--- config.mk ---
export PLATFORM = sky130hd
export DESIGN_NAME = ram_be_pipe_flat
export DESIGN_NICKNAME = d
export VERILOG_FILES = /design/src/rtl/ram_pkg.sv /design/src/rtl/ram_be_pipe_if.sv /design/src/rtl/ram_init_seq.sv /design/src/rtl/ram_be_pipe.sv /design/src/flat_wrapper.sv
export SDC_FILE = /design/constraint.sdc
export NUM_CORES = 1
export LEC_CHECK = 0
export CORE_ASPECT_RATIO = 2
export CORE_MARGIN = 2
export CORE_UTILIZATION = 30
export DETAILED_ROUTE_END_ITERATION = 16
export GPL_TIMING_DRIVEN = 0
export HOLD_SLACK_MARGIN = 0.12
export MAX_ROUTING_LAYER = met4
export PLACE_DENSITY = 0.48
export SYNTH_ARGS = -nofsm -noshare
export SYNTH_HDL_FRONTEND = slang
export SYNTH_SLANG_ARGS = --single-unit
--- constraint.sdc ---
create_clock -name clk -period 8.5 [get_ports clk]
set_input_delay 1.7 -clock clk [delete_from_list [all_inputs] [get_ports clk]]
set_output_delay 1.7 -clock clk [all_outputs]
set_load 0.05 [all_outputs]
--- src/rtl/ram_pkg.sv ---
// Shared types and helpers for the byte-enabled pipelined RAM.
package ram_pkg;

  typedef enum logic {
    RAM_IDLE = 1'b0,
    RAM_INIT = 1'b1
  } ram_state_e;

  localparam int unsigned BYTE_W   = 8;
  localparam int unsigned MAX_D_W  = 256;
  localparam int unsigned MAX_BE_W = MAX_D_W / BYTE_W;

  // Replace each enabled byte lane of old_w with the matching lane of new_w.
  function automatic logic [MAX_D_W-1:0] be_merge(
    input logic [MAX_D_W-1:0]  old_w,
    input logic [MAX_D_W-1:0]  new_w,
    input logic [MAX_BE_W-1:0] be
  );
    logic [MAX_D_W-1:0] res;
    res = old_w;
    for (int i = 0; i < int'(MAX_BE_W); i++) begin
      if (be[i]) res[i*BYTE_W +: BYTE_W] = new_w[i*BYTE_W +: BYTE_W];
    end
    return res;
  endfunction

endpackage

--- src/rtl/ram_be_pipe_if.sv ---
// Request/response bundle between a RAM client (master) and ram_be_pipe (slave).
interface ram_be_pipe_if
  import ram_pkg::*;
#(
  parameter int unsigned D_WIDTH = 32,
  parameter int unsigned A_WIDTH = 4
);

  logic                       wr_en;
  logic [A_WIDTH-1:0]         wr_addr;
  logic [D_WIDTH-1:0]         wr_data;
  logic [D_WIDTH/BYTE_W-1:0]  wr_be;
  logic                       rd_en;
  logic [A_WIDTH-1:0]         rd_addr;
  logic [D_WIDTH-1:0]         rd_data;
  logic                       rd_valid;
  logic                       rd_err;
  logic                       wr_err;
  logic                       init_busy;

  modport master (
    output wr_en, wr_addr, wr_data, wr_be, rd_en, rd_addr,
    input  rd_data, rd_valid, rd_err, wr_err, init_busy
  );

  modport slave (
    input  wr_en, wr_addr, wr_data, wr_be, rd_en, rd_addr,
    output rd_data, rd_valid, rd_err, wr_err, init_busy
  );

endinterface

--- src/rtl/ram_init_seq.sv ---
// Post-reset initialisation sweep: walks addresses 0..A_MAX once, one per cycle.
module ram_init_seq
  import ram_pkg::*;
#(
  parameter int unsigned A_WIDTH       = 4,
  parameter int unsigned A_MAX         = 11,
  parameter bit          INIT_ON_RESET = 1'b1
) (
  input  logic               clk,
  input  logic               rst,
  output logic               init_we,
  output logic [A_WIDTH-1:0] init_addr,
  output logic               init_busy
);

  ram_state_e         state_q, state_d;
  logic [A_WIDTH-1:0] cnt_q, cnt_d;
  logic               busy_q, busy_d;

  always_ff @(posedge clk) begin
    if (rst) begin
      state_q <= INIT_ON_RESET ? RAM_INIT : RAM_IDLE;
      cnt_q   <= '0;
      busy_q  <= INIT_ON_RESET;
    end else begin
      state_q <= state_d;
      cnt_q   <= cnt_d;
      busy_q  <= busy_d;
    end
  end

  // Busy drops together with the write of the last address.
  always_comb begin
    state_d = state_q;
    cnt_d   = cnt_q;
    busy_d  = busy_q;
    case (state_q)
      RAM_INIT: begin
        if (cnt_q == A_WIDTH'(A_MAX)) begin
          state_d = RAM_IDLE;
          busy_d  = 1'b0;
        end else begin
          cnt_d = cnt_q + A_WIDTH'(1);
        end
      end
      default: busy_d = 1'b0;
    endcase
  end

  assign init_we   = busy_q;
  assign init_addr = cnt_q;
  assign init_busy = busy_q;

endmodule

--- src/rtl/ram_be_pipe.sv ---
// Dual-port (1W/1R) byte-enabled RAM with 1- or 2-cycle read pipeline,
// configurable collision policy, range errors and optional init sweep.
module ram_be_pipe
  import ram_pkg::*;
#(
  parameter int unsigned        D_WIDTH       = 32,
  parameter int unsigned        A_WIDTH       = 4,
  parameter int unsigned        A_MAX         = 11,
  parameter int unsigned        READ_LATENCY  = 1,
  parameter bit                 WRITE_FIRST   = 1'b1,
  parameter bit                 INIT_ON_RESET = 1'b1,
  parameter logic [D_WIDTH-1:0] INIT_VALUE    = '0
) (
  input logic          clk,
  input logic          rst,
  ram_be_pipe_if.slave bus
);

  if ((D_WIDTH % BYTE_W) != 0 || D_WIDTH > MAX_D_W) begin : g_bad_dw
    $fatal(1, "ram_be_pipe: D_WIDTH must be a multiple of 8 and <= MAX_D_W");
  end
  if (A_MAX > (2 ** A_WIDTH) - 1) begin : g_bad_amax
    $fatal(1, "ram_be_pipe: A_MAX exceeds the address space");
  end
  if (READ_LATENCY != 1 && READ_LATENCY != 2) begin : g_bad_lat
    $fatal(1, "ram_be_pipe: READ_LATENCY must be 1 or 2");
  end

  logic [D_WIDTH-1:0] mem [0:A_MAX];

  logic               init_we;
  logic [A_WIDTH-1:0] init_addr;
  logic               init_busy;

  ram_init_seq #(
    .A_WIDTH      (A_WIDTH),
    .A_MAX        (A_MAX),
    .INIT_ON_RESET(INIT_ON_RESET)
  ) u_init_seq (
    .clk      (clk),
    .rst      (rst),
    .init_we  (init_we),
    .init_addr(init_addr),
    .init_busy(init_busy)
  );

  logic               wr_req_c, wr_oor_c, wr_ok_c;
  logic               rd_req_c, rd_oor_c;
  logic [D_WIDTH-1:0] wr_merged_c, rd_word_c;

  // Request qualification, lane merge and collision bypass.
  always_comb begin
    wr_req_c    = bus.wr_en & ~init_busy & ~rst;
    wr_oor_c    = bus.wr_addr > A_WIDTH'(A_MAX);
    wr_ok_c     = wr_req_c & ~wr_oor_c;
    rd_req_c    = bus.rd_en & ~init_busy & ~rst;
    rd_oor_c    = bus.rd_addr > A_WIDTH'(A_MAX);
    wr_merged_c = D_WIDTH'(be_merge(MAX_D_W'(mem[bus.wr_addr]),
                                    MAX_D_W'(bus.wr_data),
                                    MAX_BE_W'(bus.wr_be)));
    rd_word_c   = '0;
    if (!rd_oor_c) begin
      if (WRITE_FIRST && wr_ok_c && (bus.wr_addr == bus.rd_addr)) rd_word_c = wr_merged_c;
      else rd_word_c = mem[bus.rd_addr];
    end
  end

  always_ff @(posedge clk) begin
    if (init_we) mem[init_addr] <= INIT_VALUE;
    else if (wr_ok_c) mem[bus.wr_addr] <= wr_merged_c;
  end

  logic               p_valid, p_err;
  logic [D_WIDTH-1:0] p_data;
  logic               fin_valid_c, fin_err_c;
  logic [D_WIDTH-1:0] fin_data_c;
  logic               rd_valid_q, rd_err_q, wr_err_q;
  logic [D_WIDTH-1:0] rd_data_q;

  // Final read stage comes straight from the array (latency 1) or from p_* (latency 2).
  always_comb begin
    fin_valid_c = (READ_LATENCY == 1) ? rd_req_c  : p_valid;
    fin_err_c   = (READ_LATENCY == 1) ? rd_oor_c  : p_err;
    fin_data_c  = (READ_LATENCY == 1) ? rd_word_c : p_data;
  end

  always_ff @(posedge clk) begin
    if (rst) begin
      p_valid    <= 1'b0;
      p_err      <= 1'b0;
      p_data     <= '0;
      rd_valid_q <= 1'b0;
      rd_err_q   <= 1'b0;
      rd_data_q  <= '0;
      wr_err_q   <= 1'b0;
    end else begin
      p_valid    <= rd_req_c;
      p_err      <= rd_oor_c;
      p_data     <= rd_word_c;
      rd_valid_q <= fin_valid_c;
      rd_err_q   <= fin_valid_c & fin_err_c;
      if (fin_valid_c) rd_data_q <= fin_data_c;
      wr_err_q   <= wr_req_c & wr_oor_c;
    end
  end

  assign bus.rd_data   = rd_data_q;
  assign bus.rd_valid  = rd_valid_q;
  assign bus.rd_err    = rd_err_q;
  assign bus.wr_err    = wr_err_q;
  assign bus.init_busy = init_busy;

endmodule

--- src/flat_wrapper.sv ---
// flat-port wrapper written by rule: the top's interface ports become plain ports
module ram_be_pipe_flat import ram_pkg::*;
#(
  parameter int unsigned        D_WIDTH       = 32,
  parameter int unsigned        A_WIDTH       = 4,
  parameter int unsigned        A_MAX         = 11,
  parameter int unsigned        READ_LATENCY  = 1,
  parameter bit                 WRITE_FIRST   = 1'b1,
  parameter bit                 INIT_ON_RESET = 1'b1,
  parameter logic [D_WIDTH-1:0] INIT_VALUE    = '0
)
  (clk, rst, bus_wr_en, bus_wr_addr, bus_wr_data, bus_wr_be, bus_rd_en, bus_rd_addr, bus_rd_data, bus_rd_valid, bus_rd_err, bus_wr_err, bus_init_busy);
  ram_be_pipe_if #(.D_WIDTH(D_WIDTH), .A_WIDTH(A_WIDTH)) bus_i ();
  input logic clk;
  input logic rst;
  input wire logic [$bits(bus_i.wr_en)-1:0] bus_wr_en;
  input wire logic [$bits(bus_i.wr_addr)-1:0] bus_wr_addr;
  input wire logic [$bits(bus_i.wr_data)-1:0] bus_wr_data;
  input wire logic [$bits(bus_i.wr_be)-1:0] bus_wr_be;
  input wire logic [$bits(bus_i.rd_en)-1:0] bus_rd_en;
  input wire logic [$bits(bus_i.rd_addr)-1:0] bus_rd_addr;
  output wire logic [$bits(bus_i.rd_data)-1:0] bus_rd_data;
  output wire logic [$bits(bus_i.rd_valid)-1:0] bus_rd_valid;
  output wire logic [$bits(bus_i.rd_err)-1:0] bus_rd_err;
  output wire logic [$bits(bus_i.wr_err)-1:0] bus_wr_err;
  output wire logic [$bits(bus_i.init_busy)-1:0] bus_init_busy;
  assign bus_i.wr_en = bus_wr_en;
  assign bus_i.wr_addr = bus_wr_addr;
  assign bus_i.wr_data = bus_wr_data;
  assign bus_i.wr_be = bus_wr_be;
  assign bus_i.rd_en = bus_rd_en;
  assign bus_i.rd_addr = bus_rd_addr;
  assign bus_rd_data = bus_i.rd_data;
  assign bus_rd_valid = bus_i.rd_valid;
  assign bus_rd_err = bus_i.rd_err;
  assign bus_wr_err = bus_i.wr_err;
  assign bus_init_busy = bus_i.init_busy;
  ram_be_pipe #(.D_WIDTH(D_WIDTH), .A_WIDTH(A_WIDTH), .A_MAX(A_MAX), .READ_LATENCY(READ_LATENCY), .WRITE_FIRST(WRITE_FIRST), .INIT_ON_RESET(INIT_ON_RESET), .INIT_VALUE(INIT_VALUE)) u_core (.clk(clk), .rst(rst), .bus(bus_i));
endmodule
Word-level counts from Yosys, hierarchy flattened
Memory sizes are Yosys's and may differ from the RTL's.
Index checks and enable logic that the tools add are counted.
{"block": "classes", "n_addsub": 1, "mul": 0, "div_mod_pow": 0, "magnitude_cmp": 2, "n_eq_ne": 3, "shifts": 0, "muxes": 18, "bitwise_logic": 11, "n_reduce_logical": 3}
{"op": "2-to-1 mux 32 bit", "n": 3}
{"op": "2-to-1 mux 8 bit", "n": 4}
{"op": "OR reduction 32 bit", "n": 1}
{"op": "2-to-1 mux 1 bit", "n": 10}
{"op": "> comparator 4 bit, second input constant", "n": 2}
{"op": "AND 1 bit", "n": 7}
{"op": "adder 4 x 1 -> 4 bit, second input constant", "n": 1}
{"op": "equality test 4 bit", "n": 1}
{"op": "equality test 4 bit, second input constant", "n": 1}
{"op": "2-to-1 mux 4 bit", "n": 1}
{"op": "NOT 1 bit", "n": 4}
{"op": "!= test 2 x 1 -> 1 bit, second input constant", "n": 1}
{"op": "AND reduction 2 bit", "n": 1}
{"op": "logical AND 1 bit", "n": 1}
{"block": "totals", "ff_bits": 41, "latchBits": 0, "ram_bits": 384, "rom_bits": 0, "in_bits": 48, "out_inout_bits": 36, "wordCells": 46, "n_memories": 1}
{"memory": "u_core.mem", "depth": 12, "word_bits": 32, "rd": 2, "rd_clocked_by_memory_dff": 0, "write_ports": 1, "line": "ram_be_pipe.sv:29", "text": "logic [D_WIDTH-1:0] mem [0:A_MAX];"}

Longest topological paths before layout
Gate-level depths: netlist of the first run.
{"block": "logic_depth", "ltp_word": 9, "mapped_depth": 8, "ltp_nobuf": 5}

Cells and area by module
From an unflattened synthesis of the first run, not the netlist that was laid out.
{"block": "hier_totals", "hier_cells": 1328, "hier_area_um2": 20211.9}
{"mod": "ram_be_pipe", "n_inst": 1, "cells_per_inst": 1302, "area_each_um2": 19940.4, "seq_area_each_um2": 12231.7}
{"mod": "ram_init_seq", "n_inst": 1, "cells_per_inst": 26, "area_each_um2": 271.5, "seq_area_each_um2": 120.1}

Least setup slack after synthesis of the first run
Ideal clock, no wire load.
{"block": "synth_timing", "kind": "input port to flip-flop", "startpoint": "in rst", "endpoint": "mem u_core.mem[6][0], enable pin", "setup_time_ns": 0.421, "t_arrival_ns": 4.197, "required_ns": 8.079, "path_slack_ns": 3.881, "path_stages": 6, "path_buffers": 2, "path_cell_list": "buf_6 or3b_1 buf_2 a21oi_1 a31oi_1 nor2_1"}
{"block": "synth_between", "elab_chain_cells": 8, "elab_cells_between_ends": 9, "cone_classes": "5 x mux; 3 x bitwise; 1 x reduce/logical"}
{"element": "from (decl)", "line": "flat_wrapper.sv:15", "text": "input logic rst;"}
{"element": "NOT 1 bit (*)", "line": "ram_be_pipe.sv:53", "text": "wr_req_c = bus.wr_en & ~init_busy & ~rst;"}
{"element": "AND 1 bit (*)", "line": "ram_be_pipe.sv:53"}
{"element": "AND 1 bit (*)", "line": "ram_be_pipe.sv:55", "text": "wr_ok_c = wr_req_c & ~wr_oor_c;"}
{"element": "2-to-1 mux 1 bit (*)", "line": "ram_be_pipe.sv:70", "text": "else if (wr_ok_c) mem[bus.wr_addr] <= wr_merged_c;"}
{"element": "2-to-1 mux 1 bit (*)", "line": "ram_be_pipe.sv:69", "text": "if (init_we) mem[init_addr] <= INIT_VALUE;"}
{"element": "2-to-1 mux 1 bit (not written as such) (*)", "line": "ram_be_pipe.sv:70"}
{"element": "OR reduction 32 bit (no line)"}
{"element": "2-to-1 mux 4 bit (no line) / 2-to-1 mux 1 bit (equally long branches)"}
{"element": "to (decl)", "line": "ram_be_pipe.sv:29"}
Mark *: on every way between the ends. The rest lies on a longest branch, timed or not.

Worst setup path in the final report of the first run
{"block": "layout_timing", "startpoint": "in bus_wr_addr[1]", "endpoint": "mem u_core.mem[2][14], enable pin"}
{"block": "layout_between", "elab_chain_cells": 8, "elab_cells_between_ends": 9, "cone_classes": "1 x order compare; 5 x mux; 2 x bitwise; 1 x reduce/logical"}
{"element": "from (decl)", "line": "flat_wrapper.sv:17", "text": "input wire logic [$bits(bus_i.wr_addr)-1:0] bus_wr_addr;"}
{"element": "> comparator 4 bit", "line": "ram_be_pipe.sv:54", "text": "wr_oor_c = bus.wr_addr > A_WIDTH'(A_MAX);"}
{"element": "NOT 1 bit", "line": "ram_be_pipe.sv:55"}
{"element": "AND 1 bit", "line": "ram_be_pipe.sv:55"}
{"element": "2-to-1 mux 1 bit", "line": "ram_be_pipe.sv:70"}
{"element": "2-to-1 mux 1 bit", "line": "ram_be_pipe.sv:69"}
{"element": "2-to-1 mux 1 bit (not written as such)", "line": "ram_be_pipe.sv:70"}
{"element": "OR reduction 32 bit (no line)"}
{"element": "2-to-1 mux 4 bit (no line) / 2-to-1 mux 1 bit (equally long branches)"}
Parallel ways exist; a longest one is shown, timed or not.

==> results of run 1 <==
[logic make-up after synthesis]
kind of cell	after synthesis
AO/OA/AOI/OAI	271
XOR/XNOR	6
adder cells (fa/ha/maj)	1
buffers and inverters	112
flip-flops	425
multiplexers	297
AND/OR/NAND/NOR	220
[cell type report]
cell class	count	share of cell area
Sequential cell	425	0.524
Inverter	8	0.00127
Clock buffer	59	0.0494
Multi-Input combinational cell	795	0.303
Timing Repair Buffer	95	0.0498
Buffer	104	0.0196
Tap cell	877	0.0466
Clock inverter	15	0.00590
[power by group]
| part | internal [W] | switching (W) | leakage, nW |
|---|---|---|---|
| registers | 0.00231 | 0.0000258 | 4.13 |
| clock network | 0.00102 | 0.000825 | 0.641 |
| logic | 0.000175 | 0.000299 | 3.10 |
| total | 0.00350 | 0.00115 | 7.87 |
[per-layer routing]
metal	vias to the layer above	track usage
li1	5696	-
met1	7250	0.260
met2	682	0.409
met3	242	0.0273
met4	0	0.143
met5	-	-
[placed cells by master, fill, tap and decap left out, drive strengths merged, types with 16 or more instances in the layout]
master	n
o22ai	92
a21oi	62
dfxtp	41
clkbuf	116
mux4	88
o221ai	21
buf	64
mux2i	144
a31oi	32
nand2	97
a41o	27
mux2	65
edfxtp	384
nor3	16
or3	18
nor2	54
clkdlybuf4s50	78
[metrics by stage]
step / cells / setup TNS (ps)
after floorplan: 1332 / 0
after global placement: 2287 / -2240
after detailed placement: 2304 / 0
after CTS: 2378 / 0
after global routing: 2378 / 0
final: 2378 / 0
[state kept, by name, indices dropped and copies added (netlist names)]
signal	flops
u_core.u_init_seq.init_busy	1
u_core.bus.rd_valid	1
u_core.u_init_seq.init_addr	4
u_core.u_init_seq.state_q	1
u_core.bus.rd_data	32
u_core.bus.wr_err	1
u_core.mem	384
u_core.bus.rd_err	1
[worst min-delay path by stage]
stage / startpoint / end / slack (ps) / depth (start not counted)
5_1_grt: u_core.bus.rd_data[26] / u_core.bus.rd_data[26] / 510 / 2
3_3_place_gp: u_core.bus.rd_data[14] / u_core.bus.rd_data[14] / 480 / 2
6_report: u_core.bus.rd_data[14] / u_core.bus.rd_data[14] / 480 / 2
4_1_cts: u_core.bus.rd_data[14] / u_core.bus.rd_data[14] / 480 / 2
2_1_floorplan: u_core.u_init_seq.init_addr[3] / u_core.u_init_seq.init_addr[3] / 510 / 2
3_5_place_dp: u_core.bus.rd_data[14] / u_core.bus.rd_data[14] / 470 / 2
[critical path: stages]
cell and delay, ps:
clkdlybuf4s50_1 710, buf_1 740, clkbuf_1 780, a31oi_1 510, nor2_4 770, buf_12 290
[synth_stat cells, types with 18 or more instances]
library cell,instances,area (sq um)
dfxtp_1,41,821
nand2_1,97,364
a21oi_1,62,310
nor2_1,54,203
mux2i_1,144,1440
mux2_2,65,732
edfxtp_1,384,11500
clkbuf_1,57,214
buf_2,26,130
o221ai_1,21,184
a41o_1,27,270
or3_1,18,113
a31oi_1,32,200
o22ai_1,92,576
mux4_2,88,1980
==> reports/results.tsv, run 1 <==
metric	value	unit
p_per_area	198	nW/um^2
cts_buffers	41	
critPathCaptureType	flop	
worstPathArrival	5540	ps
start_kind	primary input	
finalSetupViolCount	0	
grt_max_degree	21	
synthXorXnorAreaFrac	0.00264	
ys_types	46	
async_flop_share	0	
worst_pin_slew	1600	ps
final_nets	1519	
synth_compound_area_frac	0.0922	
final_cell_area	23600	sq um
dieArea	68500	sq um
antenna_found_initial	0	
cts_setup_buffers	0	
power_leakage	7.87	nW
critPathKind	primary input to flop	
grt_pass1_wl	109	mm
ant_nets	0	
outcome	complete, but fails checks	
clk_pin_slew	60	ps
finalPower	0.00465	W
r2r_end	u_core.bus.rd_data[27]	
worstSetupStartpoint	bus_wr_addr[1]	
ys_ff_latch	425	
finalHoldViolCount	0	
antenna_cells	0	
m1WireLength	28.3	mm
core_region_area	65700	sq um
grt_usage	0.238	
cts_sinks	425	
yosys-mux-area-fraction	0.209	
drv_slew	11	
drt_wl_total	78.5	mm
syn_avg_cell_area	14.9	sq um
path_max_fanout	17	
synth-adder-area-share	0.000629	
syn_nets	1381	
crit_path_end	u_core.mem[2][14]	
drt-initial-drc-count	1186	
port_buffers	78	
cap_violations	1	
reg2reg_depth	6	
grt_overflow	0	
drc	0	
cts_hold_buf	0	
clk_latency	570	ps
setup_ws	3210	ps
irDropWorstVdd	0.108	mV
pin_count	84	
slew_headroom	-0.0678	
drt-vias-per-instance	5.83	
fmax	0.189	GHz
floorplan.initialDensity	0.303	
drive_gt1_frac	0.187	
rsz0062_at_grt	no	
min_path_type	flop to flop	
max-clock-path-buffers	3	
num_vias	13870	
syn_inst	1332	
fill_cells	6278	
required	8740	ps
synth_simple_gate_area_share	0.0499	
worstReg2RegStart	u_core.u_init_seq.init_busy	
dpl.hpwl	53.9	mm
synth-warning-count	0	
min_period_over_period	0.623	
synth_edf_count	384	
rows	133	
wl_met3	4.14	mm
gp_congestion	0.826	
cts_tree	yes	
utilization	0.358	
area_growth	18.4	%
die_height	368	um
wl_met2	40.6	mm
place_area	22300	sq um
synthFlopType	edfxtp_1	
seq_area_frac_synth	0.621	
cts_root_buf	clkbuf_16	
min_period	5290	ps
wire_per_inst	33.0	um
multiInputGateArea	7140	sq um
die_w	186	um
netlist_area	19900	sq um
dr.pass1.iters	5	
h-tree-depth	2	
highest-signal-layer	met4	
place_ws	2620	ps
rrSetupSlack	5310	ps
synth_top_family_by_area	multiplexers	
fin_skew	28.1	ps
cts_resized	0	
whs	478	ps
violations	capacitance limit, slew limit	
seqCellArea	12400	sq um
grt_pass1_vias	14459	
No activity file was read; power rests on OpenSTA's default activity.
==> run 2: changes to the inputs <==
Settings changed: PLACE_DENSITY 0.48 to 0.5.
Clock period 8.5 ns to 4.8 ns, I/O delays scaled along.
==> reports/results.tsv, run 2 (synthesized netlist as in run 1, its figures left out) <==
metric	value	unit
outcome	complete, no violations	
cap_violations	0	
place_ws	-288	ps
finalPower	0.00806	W
grt_pass1_wl	107	mm
worstReg2RegStart	u_core.u_init_seq.init_busy	
antenna_cells	0	
clk_latency	570	ps
setup_ws	207	ps
grtUsageMet3	0.0279	
stdcell_count	2374	
drt_wl_total	77.8	mm
required	5040	ps
p_per_area	343	nW/um^2
regMostFlops	u_core.mem	
final_nets	1517	
drc	0	
largest_register_ffs	384	
cts_setup_buffers	0	
floorplan.initialDensity	0.303	
gp_congestion	0.863	
worst_pin_slew	1480	ps
power_leakage	7.82	nW
reg2reg_depth	6	
fin_skew	22.7	ps
grt_overflow	0	
rsz0062_at_grt	no	
min_from	u_core.bus.rd_data[6]	
critPathKind	primary input to flop	
dieArea	68500	sq um
cts_sinks	425	
drv_slew	0	
clk_pin_slew	70	ps
port_buffers	78	
cts_hold_buf	0	
min_period_over_period	0.957	
cts_resized	0	
whs_path_depth	2	
layout_common_cells	edfxtp_1 (384), mux2i_1 (144), nand2_1 (97)	
path_max_fanout	18	
ant_nets	0	
start_kind	primary input	
drt-initial-drc-count	1394	
met1_usage	0.260	
wire_per_inst	32.8	um
use_met2	0.397	
core_region_area	65700	sq um
min_period	4590	ps
rrSetupSlack	1610	ps
fmax	0.218	GHz
antenna_found_initial	1	
cts_tree	yes	
dpl.hpwl	53.2	mm
max-clock-path-buffers	3	
die_height	368	um
grt_pass1_vias	14485	
dp_cells	2305	
grt_usage	0.233	
critPathCaptureType	flop	
dr.pass1.iters	7	
finalSetupViolCount	0	
drive_gt1_frac	0.181	
hold_end	u_core.bus.rd_data[6]	
cts_root_buf	clkbuf_16	
drt-vias-per-instance	5.84	
slew_headroom	0.0103	
h-tree-depth	2	
irDropWorstVdd	0.212	mV
num_vias	13862	
area_growth	18.0	%
grt_max_degree	19	
pin_count	84	
cts_buffers	38	
worstPathArrival	4830	ps
grt_most_used_layer	met2	
die_w	186	um
r2r_end	u_core.bus.rd_data[29]	
rows	133	
min_path_type	flop to flop	
finalHoldViolCount	0	
layout_commonest_cell	edfxtp_1	
-- run 2: how the worst max path moves through the flow --
stage                               from                end  slack, ps  depth (start not counted)
final                     bus_wr_addr[1]   u_core.mem[6][7]        210                          6
after detailed placement  bus_wr_addr[1]   u_core.mem[2][3]       -290                          6
after global placement    bus_wr_addr[1]  u_core.mem[11][2]      -2890                          5
after CTS                 bus_wr_addr[1]  u_core.mem[2][10]        300                          6
after global routing      bus_wr_addr[1]   u_core.mem[6][7]        220                          6
after floorplan                      rst   u_core.mem[6][0]        920                          6
-- run 2: metal layers --
| layer | routed length, um | share of wire |
|---|---|---|
| met5 | 0 | 0 |
| met4 | 5230 | 0.067 |
| met3 | 4850 | 0.062 |
| met2 | 39600 | 0.51 |
| met1 | 28200 | 0.36 |
-- run 2: power by group --
group	internal [W]	switching [W]	total, W
combinational	0.000316	0.000533	0.000849
sequential	0.00409	0.0000452	0.00414
clock	0.00166	0.00141	0.00307
total	0.00607	0.00199	0.00806
-- run 2: worst max-delay path, stage by stage --
cell and delay, ps:
clkdlybuf4s50_1 680, buf_1 760, clkbuf_1 850, a31oi_1 510, nor2_4 720, buf_12 300
-- run 2: cell type report --
class / count / area (sq um)
Inverter: 8 / 30.0
Clock inverter: 19 / 170
Sequential cell: 425 / 12400
Clock buffer: 50 / 1020
Fill cell: 6216 / 42300
Timing Repair Buffer: 96 / 1200
Buffer: 104 / 460
Multi-Input combinational cell: 795 / 7140
Tap cell: 877 / 1100
-- run 2: per-stage QoR --
step | TNS [ps] | hold slack [ps] | util | cell area (sq um)
5_1_grt | 0 | 530 | 0.357 | 23500
6_report | 0 | 518 | 0.357 | 23500
4_1_cts | 0 | 508 | 0.357 | 23500
3_5_place_dp | -50220 | 492 | 0.339 | 22300
3_3_place_gp | -949180 | 471 | 0.331 | 21800
2_1_floorplan | 0 | 507 | - | 19900
==> run 3: changes to the inputs <==
Settings changed: PLACE_DENSITY 0.5 to 0.51.
==> reports/results.tsv, run 3 (synthesized netlist as in run 1, its figures left out) <==
metric	value	unit
min_period	4530	ps
port_buffers	78	
required	5050	ps
power_leakage	7.90	nW
grt_usage	0.231	
dieArea	68500	sq um
grt_max_degree	21	
dr.pass1.iters	5	
finalSetupViolCount	0	
cts_buffers	39	
num_vias	13795	
multiInputGateArea	7140	sq um
dpl.hpwl	53.2	mm
max-clock-path-buffers	3	
grt_pass1_vias	14400	
wire_per_inst	32.3	um
worstPathArrival	4790	ps
critPathCaptureType	flop	
setup_ws	266	ps
die_w	186	um
drv_slew	11	
gp_congestion	0.871	
clk_pin_slew	70	ps
worstSetupStartpoint	bus_wr_addr[1]	
drt-initial-drc-count	1288	
rsz0062_at_grt	no	
layout_commonest_cell	edfxtp_1	
seqCellArea	12400	sq um
outcome	complete, but fails checks	
fill_cells	6223	
place_ws	-386	ps
antenna_found_initial	1	
fin_skew	28.0	ps
cap_violations	1	
drt_wl_total	77.0	mm
slew_headroom	-0.0204	
pin_count	84	
r2r_end	u_core.bus.rd_data[1]	
min_period_over_period	0.945	
path_max_fanout	17	
drive_gt1_frac	0.187	
die_height	368	um
min_path_type	flop to flop	
cts_sinks	425	
drc	0	
tns	0	ps
final_nets	1519	
cts_resized	0	
cts_tree	yes	
rrSetupSlack	1630	ps
critPathKind	primary input to flop	
clk_latency	580	ps
worst_pin_slew	1530	ps
floorplan.initialDensity	0.303	
irDropWorstVdd	0.258	mV
cts_root_buf	clkbuf_16	
area_growth	18.9	%
fmax	0.221	GHz
rows	133	
whs_path_depth	2	
grt_overflow	0	
drt-vias-per-instance	5.80	
regMostFlops	u_core.mem	
largest_register_ffs	384	
h-tree-depth	2	
start_kind	primary input	
layout_common_cells	edfxtp_1 (384), mux2i_1 (144), nand2_1 (97)	
core_region_area	65700	sq um
grt_pass1_wl	107	mm
p_per_area	349	nW/um^2
worstReg2RegStart	u_core.u_init_seq.init_busy	
finalHoldViolCount	0	
crit_path_end	u_core.mem[2][7]	
reg2reg_depth	6	
violations	capacitance limit, slew limit	
ant_nets	0	
cts_hold_buf	0	
cts_setup_buffers	0	
run 3: changes by cell type in the layout (fill, tap and decap cells not counted), sizes merged:
cell | previous run | this run
clkinv | 14 | 15
buf | 65 | 66
clkinvlp | 1 | 0
diode | 0 | 2
bufinv | 3 | 5
clkbuf | 107 | 108
run 3: layer usage:
| metal | track usage | part of all wire | vias up |
|---|---|---|---|
| met3 | 0.0287 | 0.061 | 273 |
| li1 | - | - | 5696 |
| met4 | 0.151 | 0.073 | 0 |
| met5 | - | 0 | - |
| met2 | 0.388 | 0.51 | 759 |
| met1 | 0.256 | 0.36 | 7067 |
run 3: worst max-delay path, cell delays in order:
cell and delay (ps):
clkdlybuf4s50_1 670, buf_1 750, clkbuf_1 820, a31oi_1 500, nor2_4 760, buf_12 290
run 3: layout make-up:
cell class	instances	area share
Timing Repair Buffer	97	0.0532
Tap cell	877	0.0464
Buffer	104	0.0195
Antenna cell	2	0.000212
Clock inverter	21	0.0105
Sequential cell	425	0.522
Inverter	8	0.00127
Clock buffer	51	0.0445
Multi-Input combinational cell	795	0.302
run 3: metrics by stage:
step           cells  total power, W  hold slack, ps  instance area, sq um   util
4_1_cts         2378         0.00828             501                 23600  0.360
3_3_place_gp    2287         0.00501             496                 21800  0.331
3_5_place_dp    2306         0.00505             492                 22300  0.340
2_1_floorplan   1332         0.00466             507                 19900      -
6_report        2380         0.00826             490                 23600  0.360
5_1_grt         2379         0.00844             512                 23600  0.360
run 3: worst min path at each step:
stage,start,to,slack [ps]
floorplan,u_core.u_init_seq.init_addr[3],u_core.u_init_seq.init_addr[3],510
global placement,u_core.bus.rd_data[7],u_core.bus.rd_data[7],500
detailed placement,u_core.bus.rd_data[6],u_core.bus.rd_data[6],490
CTS,u_core.bus.rd_data[6],u_core.bus.rd_data[6],500
global route,u_core.bus.rd_data[6],u_core.bus.rd_data[6],510
finish,u_core.bus.rd_data[26],u_core.bus.rd_data[26],490
run 3: power by group:
| part | switching (W) | leakage [nW] | internal [W] |
|---|---|---|---|
| clock | 0.00144 | 0.640 | 0.00183 |
| sequential | 0.0000450 | 4.13 | 0.00409 |
| combinational | 0.000527 | 3.13 | 0.000318 |
